<file path="src/rtl/ram_cmd_sequencer.sv">
// ============================================================================
// Module   : ram_cmd_sequencer
// Purpose  : Debounced push-button command stage for the dual-port RAM demo;
//            each press runs one command chosen by sw[9:8]. Optional macro
//            RAM_CMD_AUTOINC_EN advances write_addr after every write strobe.
// Revision : 1.0 - initial release
// ============================================================================
`default_nettype none

module ram_cmd_sequencer #(
   parameter int DATA_WIDTH      = 8,
   parameter int ADDR_WIDTH      = 4,
   parameter int DEBOUNCE_CYCLES = 500000
) (
   input  logic                  clk,
   input  logic                  rst,
   input  logic                  key_n,
   input  logic [9:0]            sw,
   output logic [DATA_WIDTH-1:0] data_in,
   output logic [ADDR_WIDTH-1:0] read_addr,
   output logic [ADDR_WIDTH-1:0] write_addr,
   output logic                  we,
   output logic [3:0]            sel_onehot,
   output logic                  busy
);

   localparam int              CNT_W    = $clog2(DEBOUNCE_CYCLES + 1);
   localparam logic [CNT_W-1:0] CNT_LAST = CNT_W'(DEBOUNCE_CYCLES - 1);

   typedef enum logic [1:0] {
      S_IDLE = 2'd0,
      S_EXEC = 2'd1,
      S_HOLD = 2'd2
   } state_t;

   logic                  key_meta_q, key_sync_q;
   logic [9:0]            sw_meta_q, sw_sync_q;
   logic                  key_deb_q, key_deb_d;
   logic [CNT_W-1:0]      cnt_q, cnt_d;
   logic                  press_q, press_d;
   state_t                state_q, state_d;
   logic [1:0]            cmd_q, cmd_d;
   logic [7:0]            opnd_q, opnd_d;
   logic [DATA_WIDTH-1:0] data_q, data_d;
   logic [ADDR_WIDTH-1:0] raddr_q, raddr_d;
   logic [ADDR_WIDTH-1:0] waddr_q, waddr_d;
   logic                  we_q, we_d;
   logic                  busy_q, busy_d;

   // Debounce: a level change must persist DEBOUNCE_CYCLES clocks to be accepted.
   always_comb begin
      key_deb_d = key_deb_q;
      cnt_d     = '0;
      press_d   = 1'b0;
      if (key_sync_q != key_deb_q) begin
         if (cnt_q == CNT_LAST) begin
            key_deb_d = key_sync_q;
            press_d   = ~key_sync_q;
         end else begin
            cnt_d = cnt_q + CNT_W'(1);
         end
      end
   end

   always_comb begin
      state_d = state_q;
      cmd_d   = cmd_q;
      opnd_d  = opnd_q;
      data_d  = data_q;
      raddr_d = raddr_q;
      waddr_d = waddr_q;
      we_d    = 1'b0;
`ifdef RAM_CMD_AUTOINC_EN
      if (we_q) begin
         waddr_d = waddr_q + ADDR_WIDTH'(1);
      end
`endif
      case (state_q)
         S_IDLE: begin
            if (press_q) begin
               state_d = S_EXEC;
               cmd_d   = sw_sync_q[9:8];
               opnd_d  = sw_sync_q[7:0];
            end
         end
         S_EXEC: begin
            state_d = S_HOLD;
            case (cmd_q)
               2'b00:   data_d  = opnd_q[DATA_WIDTH-1:0];
               2'b01:   raddr_d = opnd_q[ADDR_WIDTH-1:0];
               2'b10:   waddr_d = opnd_q[ADDR_WIDTH-1:0];
               default: we_d    = 1'b1;
            endcase
         end
         S_HOLD: begin
            if (key_deb_q) begin
               state_d = S_IDLE;
            end
         end
         default: state_d = S_IDLE;
      endcase
      busy_d = (state_d != S_IDLE);
   end

   // Key synchronizer resets to the released level so reset never fakes a press.
   always_ff @(posedge clk or posedge rst) begin
      if (rst) begin
         key_meta_q <= 1'b1;
         key_sync_q <= 1'b1;
         sw_meta_q  <= '0;
         sw_sync_q  <= '0;
         key_deb_q  <= 1'b1;
         cnt_q      <= '0;
         press_q    <= 1'b0;
         state_q    <= S_IDLE;
         cmd_q      <= '0;
         opnd_q     <= '0;
         data_q     <= '0;
         raddr_q    <= '0;
         waddr_q    <= '0;
         we_q       <= 1'b0;
         busy_q     <= 1'b0;
      end else begin
         key_meta_q <= key_n;
         key_sync_q <= key_meta_q;
         sw_meta_q  <= sw;
         sw_sync_q  <= sw_meta_q;
         key_deb_q  <= key_deb_d;
         cnt_q      <= cnt_d;
         press_q    <= press_d;
         state_q    <= state_d;
         cmd_q      <= cmd_d;
         opnd_q     <= opnd_d;
         data_q     <= data_d;
         raddr_q    <= raddr_d;
         waddr_q    <= waddr_d;
         we_q       <= we_d;
         busy_q     <= busy_d;
      end
   end

   assign data_in    = data_q;
   assign read_addr  = raddr_q;
   assign write_addr = waddr_q;
   assign we         = we_q;
   assign busy       = busy_q;
   assign sel_onehot = 4'b0001 << sw_sync_q[9:8];

endmodule

`default_nettype wire

</file>
<file path="config.mk">
export PLATFORM = sky130hd
export DESIGN_NAME = ram_cmd_sequencer
export DESIGN_NICKNAME = d
export VERILOG_FILES = /design/src/rtl/ram_cmd_sequencer.sv
export SDC_FILE = /design/constraint.sdc
export NUM_CORES = 1
export LEC_CHECK = 0
export BUFFER_PORTS_ARGS = -buffer_cell sky130_fd_sc_hd__buf_2
export CORE_MARGIN = 4
export CORE_UTILIZATION = 60
export CTS_BUF_LIST = sky130_fd_sc_hd__clkbuf_8
export CTS_CLUSTER_DIAMETER = 200
export DETAILED_ROUTE_END_ITERATION = 6
export PLACE_DENSITY = 0.83
export SLEW_MARGIN = 0
export SYNTH_ARGS = -nofsm -noshare
export SYNTH_HDL_FRONTEND = slang
export SYNTH_SLANG_ARGS = --single-unit
</file>
<file path="constraint.sdc">
create_clock -name clk -period 6.4 [get_ports clk]
set_clock_uncertainty 0.2 [all_clocks]
set_input_delay 1.28 -clock clk [delete_from_list [all_inputs] [get_ports clk]]
set_output_delay 1.28 -clock clk [all_outputs]
set_load 0.02 [all_outputs]
</file>
# After elaboration in Yosys (flattened, before gate mapping)

Index checks and enable logic that the tools add are counted.

Equality and inequality tests: 6
Multiplexer cells: 9
Add/subtract/negate cells: 1
Bitwise logic cells: 1
Reductions and logical operators: 9
Shift-type cells: 1

Operator list:

| cell                                                | number |
|---|---|
| 2-to-1 mux 19 bit                                   | 2 |
| adder 19 x 1 -> 19 bit, second input constant       | 1 |
| equality test 19 bit, second input constant         | 1 |
| AND reduction 2 bit                                 | 5 |
| case mux 2 bit (3 select lines)                     | 1 |
| equality test 2 x 1 -> 1 bit, second input constant | 2 |
| equality test 2 bit, second input constant          | 2 |
| zero test 2 bit                                     | 2 |
| 2-to-1 mux 1 bit                                    | 4 |
| 2-to-1 mux 2 bit                                    | 2 |
| left shift 1 x 2 -> 4 bit, first input constant     | 1 |
| OR reduction 3 bit                                  | 1 |
| nonzero test 2 bit                                  | 1 |
| inequality test 1 bit                               | 1 |
| inverter 1 bit                                      | 1 |

Output and inout bits: 22
Input bits: 13
Bits in registers: 73
Logic and storage cells: 42

# Logic depth before layout (Yosys ltp)

Gate-level depths: netlist of run 1.

Depth after elaboration: 4
Depth in mapped cells: 6
Mapped depth without buffers: 5

# Worst setup path before layout of run 1

Ideal clock, no wire load.

Path kind: reg2out
From: register sw_sync_q[9]
To: output port sel_onehot[2]
Path slack: 4214 ps
Stages on the path, launching flop included: 2
Arrival time: 706 ps
Buffers on the path: 0
Data required time: 4920 ps
Cells stage by stage: dfrtp_1 -> nor2b_1

Cells in the longest elaborated chain, start to end: 1

Ends and longest elaborated chain:

| what                      | RTL line | text |
|---|---|---|
| start, declared           | 37       | `logic [9:0] sw_meta_q, sw_sync_q;` |
| start signal, assigned    | 127      | `sw_sync_q <= sw_meta_q;` |
| left shift 1 x 2 -> 4 bit | 147      | `assign sel_onehot = 4'b0001 << sw_sync_q[9:8];` |
| end, declared             | 23       | `output logic [3:0] sel_onehot,` |

Every way passes these cells.

# Worst setup path after layout of run 1

From: register sw_sync_q[9]
To: output port sel_onehot[3]

Same word-level chain as after synthesis.

==> results of run 1 <==
[area by class of cell]
type | instances | area, um2 | share of cell area
Sequential cell | 73 | 1830 | 0.564
Multi-Input combinational cell | 121 | 930 | 0.287
Timing Repair Buffer | 36 | 185 | 0.0571
Clock buffer | 9 | 124 | 0.0382
Clock inverter | 7 | 93.8 | 0.0289
Tap cell | 52 | 65.1 | 0.0201
Inverter | 4 | 15.0 | 0.00463
[per-stage QoR]
step,hold slack [ps],utilization
after floorplan,131,-
after global placement,132,0.681
after detailed placement,135,0.681
after CTS,149,0.730
after global routing,154,0.730
final,147,0.730
[synth_stat cells]
cell	n
or4_1	1
nor2b_1	3
nor3b_1	2
nor3_2	1
buf_2	1
nor4_1	5
nor4_2	1
clkbuf_1	1
xor2_1	3
nand2b_1	2
o31ai_1	1
o41ai_4	1
ha_1	1
and2_1	2
and3_1	2
or3_4	1
or2_2	2
o21ai_0	1
nor4bb_1	1
and4bb_1	1
or4_4	1
nor3_1	3
mux2_2	26
mux2i_1	1
inv_1	4
a21oi_1	2
nand3_1	7
nand4_1	4
dfstp_2	3
dfrtp_1	70
nand3_2	1
xnor2_1	13
buf_6	1
mux2_4	1
nand2_1	8
nor2_1	22
nand4_4	1
[critical path, delay by kind of cell (launching register included)]
family                 cells  cell delay, ps
buffers and inverters      1             150
DFF                        1             410
and+or+nand+nor            1             160
[per-layer routing]
layer	global-route usage	routed length, um	up-vias
li1	-	-	783
met1	0.228	2000	830
met2	0.295	2440	36
met3	0.0686	222	11
met4	0.0761	102	0
met5	0	0	-
[cells by family after synthesis]
kind of cell               share of synthesized area
buffers and inverters                         0.0125
AOI/OAI and AO/OA                             0.0179
muxes                                          0.114
adders and majority gates                    0.00448
and+or+nand+nor                                0.146
DFF                                            0.655
xor gates and xnor gates                      0.0501
[sequential cells by signal (all words and copies together), names as in the netlist]
name / cells
cnt_q: 19
key_deb_q: 1
cmd_q: 2
key_meta_q: 1
state_q: 2
write_addr: 4
sw_sync_q: 10
press_q: 1
busy: 1
read_addr: 4
we: 1
key_sync_q: 1
opnd_q: 8
data_in: 8
sw_meta_q: 10
[report_power, final]
part           leakage (nW)  switching (mW)  internal, mW  total (mW)
Sequential            0.961         0.00490         0.470       0.475
Combinational         0.506          0.0150       0.00665      0.0216
Clock                 0.106           0.173         0.219       0.392
Total                  1.57           0.192         0.696       0.888
[path summary, 6_finish.rpt]
kind	end	slack, ps	cells after the start
max reg2reg	cnt_q[11]	4130	4
min reg2reg	sw_sync_q[2]	150	0
max in group asynchronous	data_in[6]	4450	3
min in group asynchronous	opnd_q[0]	1000	3
max	sel_onehot[3]	3860	2
min	sw_sync_q[2]	150	0
==> flow_summary_export.csv, run 1 <==
group,metric,value,unit
critical_path,critPathLaunch,"sw_sync_q[9]",
routing,wl_per_cell,15.8,um
finish,area_delta_synth_final,16.0,%
routing,vias_per_cell,5.50,
grt,grt_pass1_wl,8270,um
critical_path,worstPathArrival,1060,ps
critical_path,reg2reg_from,"cnt_q[6]",
routing,ant_nets,0,
finish,fillCellCount,282,
critical_path,startpoint_type,"register",
finish,nets,259,
grt,antenna_found_initial,0,
pwr,peakVddDrop,0.000130,V
placed_design,io_buffers,34,
routing,drc,0,
pwr,p_leak,1.57,nW
grt,grt.total_usage,0.185,
routing,wirelength,4770,um
critical_path,critPathKind,"register to output pin",
clocking,cts_root_buf,"clkbuf_8",
floorplan,io-pin-count,35,
sta,post-route-period-util,0.397,
placed_design,placed_area,0.00303,mm2
clocking,clock_latency,350,ps
synthesis,yosysSeqAreaShare,0.655,
sta,fmax,0.393,GHz
synthesis,ys_top_cells_by_area,"dfrtp_1, mux2_2, xnor2_1, nor2_1, dfstp_2",
critical_path,crit_fanout,5,
routing,initialDrtViolationCount,91,
synthesis,netlist.area_leader.share,0.627,
placed_design,dpl_worst_slack,4030,ps
job,max-cap-violations,0,
placed_design,hpwl,2960,um
hold_path,holdCritPathClass,"register to register",
hold_path,worstHoldStart,"sw_meta_q[2]",
sta,fin_tns_setup,0,ps
clocking,cts_sinks,73,
clocking,cts-buffers-inserted,9,
floorplan,die_w,76.3,um
clocking,cts_max_level,3,
sta,setup_viol,0,
synthesis,syn_nets,215,
routing,firstDrtPassIters,4,
pwr,total_power,888,uW
floorplan,core,0.00444,mm2
critical_path,cpMaxStageDelayCell,"dfrtp_1",
pwr,p_per_area,274,mW/mm2
critical_path,required,4920,ps
routing,via_count,1660,
floorplan,rows,24,
finish,layout-drive-gt1-share,0.368,
floorplan,floorplan.initialDensity,0.629,
clocking,cts_tree,"built",
placed_design,dp.cells,286,
sta,slew_headroom,0.423,
grt,grt_overflow,0,
synthesis,synth_seq_cells,73,
sta,fin_crit,2540,ps
placed_design,gp_congestion,0.775,
sta,finalWorstSetupSlack,3860,ps
synthesis,synth_area_leader_cell,"dfrtp_1",
finish,diodes,0,
status,outcome,"complete, no violations",
clocking,cts.repair.resized,0,
sta,finalMaxSlewViolations,0,
finish,final_area,0.00324,mm2
clocking,post_cts_buffers,0,
sta,rsz0062_at_grt,"no",
grt,grt_max_degree,74,
clocking,clkTransAtPathRegs,80,ps
synthesis,yosys_warnings,0,
clocking,clockBufferDepth,2,
finish,layout_common_cells,"dfrtp_1, buf_2, mux2_2",
synthesis,avgSynthCellArea,13.9,um2
synthesis,synthCells,201,
critical_path,slowest_delay,410,ps
finish,stdcell_count,302,
grt,grt_pass1_vias,1732,
sta,tightestPinTransition,863,ps
critical_path,crit_chain,"and2_1, buf_2",
floorplan,die-area,0.00581,mm2
clocking,cts_hold_buf,0,
sta,hold_viol_final,0,
floorplan,dieHeight,76.3,um
synthesis,syn-cell-area,0.00280,mm2
synthesis,netlist-cell-type-count,37,
finish,mostFrequentLayoutCell,"dfrtp_1",
critical_path,crit_path_end_kind,"output pin",
(Power assumes the default switching activity.)
==> run 2, diff against run 1 <==
--- a/config.mk
+++ b/config.mk
@@ -5,13 +5,14 @@
 export SDC_FILE = /design/constraint.sdc
 export NUM_CORES = 1
 export LEC_CHECK = 0
+export ABC_AREA = 1
 export BUFFER_PORTS_ARGS = -buffer_cell sky130_fd_sc_hd__buf_2
 export CORE_MARGIN = 4
-export CORE_UTILIZATION = 60
+export CORE_UTILIZATION = 54
 export CTS_BUF_LIST = sky130_fd_sc_hd__clkbuf_8
 export CTS_CLUSTER_DIAMETER = 200
 export DETAILED_ROUTE_END_ITERATION = 6
-export PLACE_DENSITY = 0.83
+export PLACE_DENSITY = 0.79
 export SLEW_MARGIN = 0
 export SYNTH_ARGS = -nofsm -noshare
 export SYNTH_HDL_FRONTEND = slang
==> constraint.sdc (replaced) <==
create_clock -name clk -period 2.3 [get_ports clk]
set_clock_uncertainty 0.2 [all_clocks]
set_input_delay 0.46 -clock clk [delete_from_list [all_inputs] [get_ports clk]]
set_output_delay 0.46 -clock clk [all_outputs]
set_load 0.02 [all_outputs]
==> flow_summary_export.csv, run 2 <==
group,metric,value,unit
synthesis,avgSynthCellArea,9.94,um2
placed_design,dp.cells,395,
clocking,cts_max_level,3,
synthesis,synth_seq_cells,73,
finish,largest_register_ffs,19,
synthesis,synthTopCellsByCount,"dfrtp_1, nand2_1, nor2_1, inv_1, o21ai_0",
finish,mostFrequentLayoutCell,"dfrtp_1",
sta,fin_tns_setup,0,ps
floorplan,die_w,81.1,um
finish,nets,354,
critical_path,crit_fanout,5,
routing,via_count,2019,
critical_path,slowest_delay,430,ps
synthesis,synthArstFlopShare,1.00,
finish,layout_common_cells,"dfrtp_1, nand2_1, nor2_1",
floorplan,die-area,0.00657,mm2
pwr,p_leak,1.60,nW
synthesis,yosys_warnings,0,
finish,diodes,0,
synthesis,yosysSeqAreaShare,0.635,
clocking,cts_tree,"built",
critical_path,crit_path_end_kind,"output pin",
routing,vias_per_cell,4.88,
synthesis,ys_top_cells_by_area,"dfrtp_1, nand2_1, nor2_1, o21ai_0, inv_1",
status,outcome,"complete, no violations",
finish,area_delta_synth_final,18.1,%
finish,layout-drive-gt1-share,0.233,
critical_path,crit_family,"flip-flops",
sta,fmax,0.580,GHz
clocking,cts_root_buf,"clkbuf_8",
critical_path,worstPathArrival,1060,ps
synthesis,synth_most_common_cell,"dfrtp_1",
sta,hold_viol_final,0,
finish,top_register,"cnt_q",
floorplan,floorplan.initialDensity,0.561,
critical_path,critPathKind,"register to output pin",
sta,finalMaxSlewViolations,0,
floorplan,core,0.00514,mm2
critical_path,startpoint_type,"register",
finish,top_regs,"cnt_q (19), sw_meta_q (10), sw_sync_q (10)",
synthesis,syn-cell-area,0.00288,mm2
clocking,clkTransAtPathRegs,70,ps
grt,grt_pass1_wl,8940,um
placed_design,io_buffers,34,
sta,setup_viol,0,
critical_path,cp_num_cells,3,
critical_path,worstRegToRegCells,6,
placed_design,hpwl,3740,um
sta,rsz0062_at_grt,"no",
synthesis,synth_edf_count,0,
hold_path,holdCritPathClass,"primary input to register",
synthesis,synthCells,290,
synthesis,netlist.area_leader.share,0.608,
routing,ant_nets,0,
sta,post-route-period-util,0.749,
critical_path,crit_chain,"inv_1, nor2_1, buf_2",
placed_design,dpl_worst_slack,687,ps
grt,grt_pass1_vias,2012,
job,max-cap-violations,0,
routing,met2_length,2520,um
critical_path,cp.buffers_inverters,2,
critical_path,required,1640,ps
sta,tightestPinTransition,556,ps
sta,slew_headroom,0.628,
grt,grt_overflow,0,
finish,final_area,0.00341,mm2
synthesis,synthFlopType,"dfrtp_1",
synthesis,syn_nets,304,
placed_design,placed_area,0.00317,mm2
clocking,cts_sinks,73,
clocking,post_cts_buffers,0,
routing,highest_layer,"met4",
clocking,cts-buffers-inserted,9,
sta,finalWorstSetupSlack,576,ps
grt,grt.total_usage,0.184,
routing,drc,0,
routing,firstDrtPassIters,4,
routing,route.met3.wl,286,um
pwr,p_per_area,694,mW/mm2
routing,wirelength,5220,um
hold_path,worstHoldPathCells,1,
pwr,peakVddDrop,0.000351,V
routing,initialDrtViolationCount,151,
grt,antenna_found_initial,0,
floorplan,io-pin-count,35,
sta,fin_crit,1720,ps
critical_path,cpMaxStageDelayCell,"dfrtp_1",
sta,fin_hold_ws,24.1,ps
placed_design,gp_congestion,0.878,
floorplan,dieHeight,81.1,um
routing,wl_per_cell,12.6,um
floorplan,rows,26,
clocking,clock_latency,340,ps
synthesis,netlist-cell-type-count,24,
routing,wl_met1,2340,um
finish,stdcell_count,414,
clocking,clockBufferDepth,2,
grt,grt_max_degree,32,
synthesis,synth_area_leader_cell,"dfrtp_1",
run 2: where the power goes:
part | internal, mW | switching [mW]
sequential | 1.31 | 0.0116
clock | 0.522 | 0.447
combinational | 0.0261 | 0.0487
total | 1.86 | 0.507
run 2: final timing paths:
path | from | to | slack [ps]
max | sw_sync_q[9] | sel_onehot[2] | 580
min | sw[0] | sw_meta_q[0] | 20
max reg2reg | cnt_q[0] | cnt_q[17] | 680
min reg2reg | sw_meta_q[5] | sw_sync_q[5] | 150
max in group asynchronous | rst | cmd_q[0] | 760
min in group asynchronous | rst | sw_meta_q[3] | 530
run 2: worst register-to-register path, cell delays in order, from the launching register on:
cell     delay (ps)
dfrtp_1         370
ha_1            200
nand3_1         180
nor2_2          160
nand3_2         170
nand2_2         170
a21oi_1          60
run 2: repair_timing:
action | CTS | global route
resized for setup | 0 | 0
hold buffers | 2 | 2
hold endpoints to repair | 22 | 2
run 2: area by class of cell:
class                           count  area (um2)
Multi-Input combinational cell    179         906
Tap cell                           70        87.6
Sequential cell                    73        1830
Fill cell                         410        1730
Clock buffer                       10         138
Timing Repair Buffer               42         253
Inverter                           35         135
Clock inverter                      5        56.3
run 2: metrics by stage:
| step | total power, mW | util |
|---|---|---|
| after floorplan | 1.38 | - |
| after global placement | 1.41 | 0.617 |
| after detailed placement | 1.42 | 0.617 |
| after CTS | 2.39 | 0.659 |
| after global routing | 2.46 | 0.663 |
| final | 2.36 | 0.663 |
run 2: layer usage:
layer,track usage,up-vias
met5,0,-
met4,0.0659,0
met3,0.0643,8
met2,0.304,56
met1,0.224,951
li1,-,1004
run 2: cell families after synthesis:
group / Yosys count / synth area share
adders and majority gates: 1 / 0.00434
and+or+nand+nor: 133 / 0.215
AOI/OAI and AO/OA: 34 / 0.0590
buffers and inverters: 38 / 0.0508
xor gates and xnor gates: 11 / 0.0360
DFF: 73 / 0.635
